`config.mk`:
```
export PLATFORM = sky130hd
export DESIGN_NAME = map_port_arbiter
export DESIGN_NICKNAME = d
export VERILOG_FILES = /design/src/rtl/map_port_arbiter.sv
export SDC_FILE = /design/constraint.sdc
export NUM_CORES = 1
export LEC_CHECK = 0
export BUFFER_PORTS_ARGS = -buffer_cell sky130_fd_sc_hd__buf_2
export CORE_MARGIN = 1.5
export CORE_UTILIZATION = 50
export DETAILED_ROUTE_END_ITERATION = 12
export PLACE_DENSITY_LB_ADDON = 0.15
export REMOVE_ABC_BUFFERS = 1
export SLEW_MARGIN = 20
export SYNTH_ARGS = -nofsm -noshare
export SYNTH_HDL_FRONTEND = slang
export SYNTH_SLANG_ARGS = --single-unit
```
`constraint.sdc`:
```
create_clock -name clk -period 7.9 [get_ports clk]
set_input_delay 2.37 -clock clk [delete_from_list [all_inputs] [get_ports clk]]
set_output_delay 2.37 -clock clk [all_outputs]
set_load 0.02 [all_outputs]
```
`src/rtl/map_port_arbiter.sv`:
```
// map_port_arbiter: shares the world map read port between the video scan
// path and the bot lookup requester. Video reads only when its scaled address
// changes; a bot that waits STARVE_MAX cycles is given the slot ahead of video.
module map_port_arbiter #(
    parameter int ADDR_W     = 14,
    parameter int DATA_W     = 2,
    parameter int STARVE_MAX = 16
) (
    input  logic              clk,
    input  logic              reset,
    input  logic [ADDR_W-1:0] vid_addr,
    input  logic              vid_active,
    output logic [DATA_W-1:0] vid_data,
    output logic              vid_miss,
    input  logic [ADDR_W-1:0] bot_addr,
    input  logic              bot_req,
    output logic              bot_ack,
    output logic [DATA_W-1:0] bot_data,
    output logic [ADDR_W-1:0] mem_addr,
    output logic              mem_en,
    input  logic [DATA_W-1:0] mem_dout
);

    localparam int CNT_W = $clog2(STARVE_MAX + 1);

    localparam logic [1:0] TAG_NONE = 2'd0;
    localparam logic [1:0] TAG_VID  = 2'd1;
    localparam logic [1:0] TAG_BOT  = 2'd2;

    logic [ADDR_W-1:0] last_vid_addr;
    logic              last_valid;
    logic              bot_busy;
    logic [CNT_W-1:0]  starve_cnt;
    logic [1:0]        tag;

    logic vid_need;
    logic bot_pend;
    logic starved;
    logic vid_issue;
    logic bot_issue;

    assign vid_need  = vid_active && (!last_valid || (vid_addr != last_vid_addr));
    // bot_busy drops on the edge that raises bot_ack, but the requester still
    // holds bot_req through the ack cycle; that cycle is not a new request.
    assign bot_pend  = bot_req && !bot_busy && !bot_ack;
    assign starved   = (starve_cnt >= CNT_W'(STARVE_MAX));
    assign vid_issue = vid_need && !(bot_pend && starved);
    assign bot_issue = !vid_issue && bot_pend;

    // Slot decision drives the memory port; nothing is issued while in reset.
    always_comb begin
        mem_en   = 1'b0;
        mem_addr = '0;
        if (!reset) begin
            if (vid_issue) begin
                mem_en   = 1'b1;
                mem_addr = vid_addr;
            end else if (bot_issue) begin
                mem_en   = 1'b1;
                mem_addr = bot_addr;
            end
        end
    end

    // Video address tracking: remember the last issued address while active.
    always_ff @(posedge clk) begin
        if (reset) begin
            last_vid_addr <= '0;
            last_valid    <= 1'b0;
            vid_miss      <= 1'b0;
        end else begin
            vid_miss <= vid_need && bot_issue;
            if (!vid_active) begin
                last_valid <= 1'b0;
            end else if (vid_issue) begin
                last_valid    <= 1'b1;
                last_vid_addr <= vid_addr;
            end
        end
    end

    // Starvation counter: counts bot cycles lost to video, saturating.
    always_ff @(posedge clk) begin
        if (reset) begin
            starve_cnt <= '0;
        end else if (bot_issue) begin
            starve_cnt <= '0;
        end else if (bot_pend && !starved) begin
            starve_cnt <= starve_cnt + CNT_W'(1);
        end
    end

    // Return tag and data steering; a reset drops any read in flight.
    always_ff @(posedge clk) begin
        if (reset) begin
            tag      <= TAG_NONE;
            bot_busy <= 1'b0;
            bot_ack  <= 1'b0;
            bot_data <= '0;
            vid_data <= '0;
        end else begin
            bot_ack <= 1'b0;
            if (vid_issue)      tag <= TAG_VID;
            else if (bot_issue) tag <= TAG_BOT;
            else                tag <= TAG_NONE;

            if (bot_issue)           bot_busy <= 1'b1;
            else if (tag == TAG_BOT) bot_busy <= 1'b0;

            case (tag)
                TAG_VID: vid_data <= mem_dout;
                TAG_BOT: begin
                    bot_data <= mem_dout;
                    bot_ack  <= 1'b1;
                end
                default: ;
            endcase
        end
    end

endmodule

```
==> results_dict.tcl, run 1 <==
set metrics [dict create \
    status "completed" \
    timing.rr.end "bot_busy$_SDFFE_PP0P_" \
    fin_tns_setup_ns 0 \
    ant_nets 0 \
    cts_root_buf "clkbuf_4" \
    drc_errors 0 \
    std_cell_rows 18 \
    routed_wl_um 2810 \
    maxSlewHeadroom_pct 53.0 \
    ys_ff_latch 29 \
    drt_pre_antenna_iters 4 \
    wl_per_cell_um 13.3 \
    fp.dieH_um 54.8 \
    route.detailed.vias_per_inst 5.57 \
    clock_skew_ns 0.00499 \
    cts_tree "yes" \
    layout-drive-gt1-share_pct 41.8 \
    crit_path_end_kind "output pin" \
    cts.clk_slew.worst_paths_ns 0.08 \
    die_width_um 54.8 \
    fin_crit_sh_pct 86.0 \
    grt_use_total_pct 21.0 \
    fin_crit_ns 6.80 \
    hold_viol_final 0 \
    rsz0062_at_grt "false" \
    cp_max_fo 16 \
    synth_top_area_share_pct 43.3 \
    cts_num_sinks 29 \
    grt_max_degree 31 \
    yosysMostFrequentCell "dfxtp_1" \
    synth_edf_count 0 \
    synth.distinct_cells 28 \
    dieArea_mm2 0.00300 \
    worst_path_largest_cell_delay_ns 0.65 \
    numCtsBuffers 5 \
    post_cts_buffers 0 \
    power_mw 0.341 \
    highest_layer "met4" \
    pin_count 55 \
    path_common_cell "buf_2" \
    ys_warn_count 0 \
    wl_met2_um 1310 \
    final_nets 216 \
    async_flop_share_pct 0 \
    holdPathEnd "bot_data[0]$_SDFFE_PP0P_" \
    gp_congestion 0.699 \
    worst_slew_pin_slew_ns 0.703 \
    wl_met3_um 169 \
    power_leakage_nw 0.756 \
    worstPathCellList "buf_2 > xnor2_1 > nand4_1 > or4_4 > a211oi_4 > a22o_1 > buf_2" \
    postCtsResizedCells 0 \
    irDropWorstVdd_uv 128 \
    r2r-start "last_vid_addr[0]$_SDFFE_PP0P_" \
    cap_violations 0 \
    synth_area_per_cell_um2 10.6 \
    yosysSeqAreaShare_pct 43.3 \
    min_path_cells 2 \
    fmax_ghz 0.147 \
    finalMaxSlewViolations 0 \
    syn_inst 126 \
    start_util_pct 53.7 \
    syn_area_mm2 0.00134 \
    synth_flop_cell "dfxtp_1" \
    dp_hpwl_um 2010 \
    htreeDepth 2 \
    cp_slowest_cell "a211oi_4" \
    min_path_type "flip-flop to flip-flop" \
    cp.arrival_ns 4.43 \
    grt_overflow_total 0 \
    insertion_delay_ns 0.33 \
    synth_top_area_cell "dfxtp_1" \
    power_density_mw_per_mm2 202 \
    crit_type "input pin to output pin" \
    critPathRequiredTime_ns 5.53 \
    clk_path_buf_depth 2 \
    synthTopCellsByCount "dfxtp_1, a22o_1, xnor2_1, a22o_2, nand2_1" \
    grt_pass1_wl_um 4350 \
    worst-r2r-setup-slack_ns 5.78 \
    grt_pass1_vias 1037 \
    start_kind "input pin" \
    grt_antenna_before_repair 0 \
    wl_met1_um 1270 \
    yosys-top-cells-area "dfxtp_1, a22o_1, xnor2_1" \
    vias 1181 \
    worstHoldStart "bot_data[0]$_SDFFE_PP0P_" \
    port_buffers 54 \
    cts_hold_buf 0 \
    num_antenna_cells 0 \
    area_growth_pct 25.7 \
    first_iter_violations 18 \
    reg2reg_depth 5 \
    setup_violations 0 \
    core_area_mm2 0.00250 \
]
-- where the power goes --
part	total (mW)	switching [mW]	internal [mW]
clock	0.126	0.0505	0.0755
combinational	0.0565	0.0295	0.0269
sequential	0.158	0.00492	0.153
-- metrics by stage --
| step | utilization, % | hold WS (ns) | instances | instance area, um2 | setup slack (ns) |
|---|---|---|---|---|---|
| finish | 67.5 | 0.461 | 212 | 1690 | 1.10 |
| global route | 67.5 | 0.497 | 212 | 1690 | 0.973 |
| CTS | 67.5 | 0.466 | 212 | 1690 | 1.10 |
| detailed placement | 64.1 | 0.453 | 204 | 1600 | 1.10 |
| global placement | 64.1 | 0.442 | 204 | 1600 | 1.15 |
| floorplan | - | 0.461 | 120 | 1290 | 1.57 |
-- area by class of cell --
type,count,area (um2)
clock buffers,7,55.1
clock inverters,1,30.0
fillers,209,813
inverters,1,3.75
multi-input cells,90,709
flip-flops and latches,29,581
well taps,30,37.5
repair buffers,54,270
-- metal layers --
| layer | global-route usage [%] | vias to the layer above |
|---|---|---|
| met5 | 0 | - |
| met4 | 11.3 | 0 |
| met3 | 7.65 | 6 |
| met2 | 33.3 | 41 |
| met1 | 24.5 | 554 |
| li1 | - | 580 |
-- critical path: cells and delay by family --
family	cells	cell delay (ns)
AO/OA/AOI/OAI	2	0.90
buffers and inverters	2	0.29
AND/OR/NAND/NOR	2	0.72
XOR/XNOR	1	0.14
-- kinds of logic after synthesis --
kind of cell             after synthesis  share of synthesized area (%)
AO/OA/AOI/OAI                         37                           25.6
XOR/XNOR                              17                           11.1
adder cells (fa/ha/maj)                1                          0.933
buffers and inverters                  7                           3.82
multiplexers                           3                           2.24
AND/OR/NAND/NOR                       32                           13.1
flip-flops                            29                           43.3
-- sequential cells by signal (all words and copies together) (netlist names) --
register and flops:
last_valid 1, last_vid_addr 14, starve_cnt 5, bot_busy 1, tag 2, bot_ack 1, vid_miss 1, vid_data 2
bot_data 2
-- placed cells by master, fill, tap and decap left out --
cell type / count
a211oi_4: 1
a21oi_1: 4
a22o_1: 19
a22o_2: 9
a31o_2: 1
a31oi_4: 1
a41oi_1: 1
and4_4: 1
buf_2: 54
bufinv_16: 1
clkbuf_1: 1
clkbuf_4: 5
clkbuf_8: 1
dfxtp_1: 29
ha_1: 1
inv_1: 1
mux2i_1: 3
nand2_1: 7
nand2b_1: 2
nand3_1: 2
nand4_1: 4
nor2_1: 5
nor2b_1: 3
nor3_1: 5
nor3b_1: 1
o21a_1: 1
or3b_2: 1
or4_4: 1
xnor2_1: 15
xor2_1: 2
-- how the worst max path moves through the flow --
stage / cells after the start / from / end
detailed placement: 7 / vid_addr[0] / mem_addr[11]
CTS: 7 / vid_addr[0] / mem_addr[5]
floorplan: 5 / vid_addr[6] / mem_addr[0]
global route: 7 / vid_addr[9] / mem_addr[2]
global placement: 7 / vid_addr[0] / mem_addr[2]
finish: 7 / vid_addr[0] / mem_addr[2]
No activity file was read; power rests on OpenSTA's default activity.
==> run 2: changes to the inputs <==
--- a/config.mk
+++ b/config.mk
@@ -13,2 +13,3 @@
 export REMOVE_ABC_BUFFERS = 1
+export SKIP_CTS_REPAIR_TIMING = 1
 export SLEW_MARGIN = 20
==> constraint.sdc (replaced) <==
create_clock -name clk -period 7.9 [get_ports clk]
set_input_delay 0.79 -clock clk [delete_from_list [all_inputs] [get_ports clk]]
set_output_delay 0.79 -clock clk [all_outputs]
set_load 0.02 [all_outputs]
==> run 2 against run 1 <==
  * Sequential power about the same
  * Via count decreased by 1.4%
  * Clock-buffer cell count unchanged
  * Critical endpoint is now mem_addr[5]
  * Clock skew increased by 0.0039 ns
  * Sequential share of layout area unchanged
  * Fmax increased by 87%
  * Largest cell class unchanged
  * First-iteration DRC count decreased by 22%
  * Final area unchanged
  * Clock power about the same
  * Register-to-register slack got worse by 0.02 ns
  * Worst setup slack improved by 3.2 ns
  * Critical path depth unchanged
==> results_dict.tcl, run 2 (synthesized netlist as in run 1, its figures left out) <==
set metrics [dict create \
    setup_violations 0 \
    worst_path_largest_cell_delay_ns 0.67 \
    power_leakage_nw 0.756 \
    rsz0062_at_grt "false" \
    status "completed" \
    r2r-start "last_vid_addr[0]$_SDFFE_PP0P_" \
    cts.clk_slew.worst_paths_ns 0.08 \
    post-route-util_pct 67.5 \
    top_register "last_vid_addr" \
    start_util_pct 53.7 \
    drc_errors 0 \
    route.detailed.vias_per_inst 5.49 \
    num_antenna_cells 0 \
    grt_overflow_total 0 \
    ant_nets 0 \
    fin_crit_ns 3.64 \
    clock_skew_ns 0.00891 \
    insertion_delay_ns 0.33 \
    routed_wl_um 2740 \
    fin_crit_sh_pct 46.1 \
    drt_pre_antenna_iters 4 \
    cts_tree "yes" \
    top_regs "last_vid_addr: 14 flops, starve_cnt: 5 flops" \
    hold_viol_final 0 \
    worst_hold_slack_ns 0.461 \
    grt_use_total_pct 20.6 \
    htreeDepth 2 \
    dp_hpwl_um 2030 \
    crit_type "input pin to output pin" \
    layout_common_cells "buf_2, dfxtp_1, a22o_1" \
    finalMaxSlewViolations 0 \
    core_area_mm2 0.00250 \
    power_mw 0.340 \
    holdPathEnd "bot_data[0]$_SDFFE_PP0P_" \
    grt_pass1_vias 1019 \
    numCtsBuffers 5 \
    final_nets 216 \
    cts_root_buf "clkbuf_4" \
    dieArea_mm2 0.00300 \
    min_path_cells 2 \
    die_width_um 54.8 \
    dp_cells 204 \
    crit_family "compound AO/OA/AOI/OAI gates" \
    reg2reg_depth 5 \
    cap_violations 0 \
    grt_max_degree 31 \
    pin_count 55 \
    stdcell_count 212 \
    area_growth_pct 25.7 \
    startpoint "vid_addr[0]" \
    cts_num_sinks 29 \
    wl_per_cell_um 12.9 \
    first_iter_violations 14 \
    gp_congestion 0.699 \
    grt_pass1_wl_um 4290 \
    vias 1164 \
    port_buffers 54 \
    worst-path-buf-inv 2 \
    place_worst_setup_slack_ns 4.25 \
    power_density_mw_per_mm2 202 \
    worstHoldStart "bot_data[0]$_SDFFE_PP0P_" \
    layout-drive-gt1-share_pct 41.8 \
    fmax_ghz 0.275 \
    path_common_cell "buf_2" \
    placed_area_mm2 0.00160 \
    maxSlewHeadroom_pct 51.6 \
    worstPathCellList "buf_2 > xnor2_1 > nand4_1 > or4_4 > a211oi_4 > a22o_2 > buf_2" \
    design_area_mm2 0.00169 \
    cp.arrival_ns 2.85 \
    fp.dieH_um 54.8 \
    crit_path_end_kind "output pin" \
    cp_slowest_cell "a211oi_4" \
    grt_antenna_before_repair 0 \
    timing.rr.end "bot_busy$_SDFFE_PP0P_" \
    largest_reg_flops 14 \
    start_kind "input pin" \
    min_path_type "flip-flop to flip-flop" \
    irDropWorstVdd_uv 141 \
    layout_commonest_cell "buf_2" \
    std_cell_rows 18 \
    cp_max_fo 16 \
    critPathRequiredTime_ns 7.11 \
    worst_slew_pin_slew_ns 0.724 \
    clk_path_buf_depth 2 \
    fin_tns_setup_ns 0 \
    worst-r2r-setup-slack_ns 5.76 \
    fin_ws_ns 4.26 \
]
[run 2: final cells by class]
class | instances | area (um2)
Timing Repair Buffer | 54 | 270
Clock buffer | 7 | 55.1
Tap cell | 30 | 37.5
Fill cell | 211 | 813
Sequential cell | 29 | 581
Inverter | 1 | 3.75
Clock inverter | 1 | 30.0
Multi-Input combinational cell | 90 | 709
[run 2: power breakdown]
part           switching (mW)  leakage (nW)  internal [mW]
Clock                  0.0502        0.0455         0.0755
Combinational          0.0293         0.472         0.0269
Sequential            0.00496         0.238          0.153
[run 2: routing by layer]
| layer | GRT usage, % | wire length (um) |
|---|---|---|
| met4 | 10.0 | 55 |
| met5 | 0 | 0 |
| met1 | 25.1 | 1210 |
| met2 | 31.5 | 1290 |
| met3 | 7.65 | 181 |
[run 2: tightest hold or removal path: stages, from the launching register on]
cell	delay [ns]
dfxtp_1	0.31
nand2_1	0.05
a21oi_1	0.05
[run 2: worst max-delay path by stage]
stage                               to  slack [ns]  cells after the start
after floorplan            mem_addr[0]        4.73                      5
after CTS                 mem_addr[11]        4.25                      7
after detailed placement  mem_addr[11]        4.25                      7
final                      mem_addr[5]        4.26                      7
after global routing       mem_addr[2]        4.14                      7
after global placement     mem_addr[2]        4.31                      7
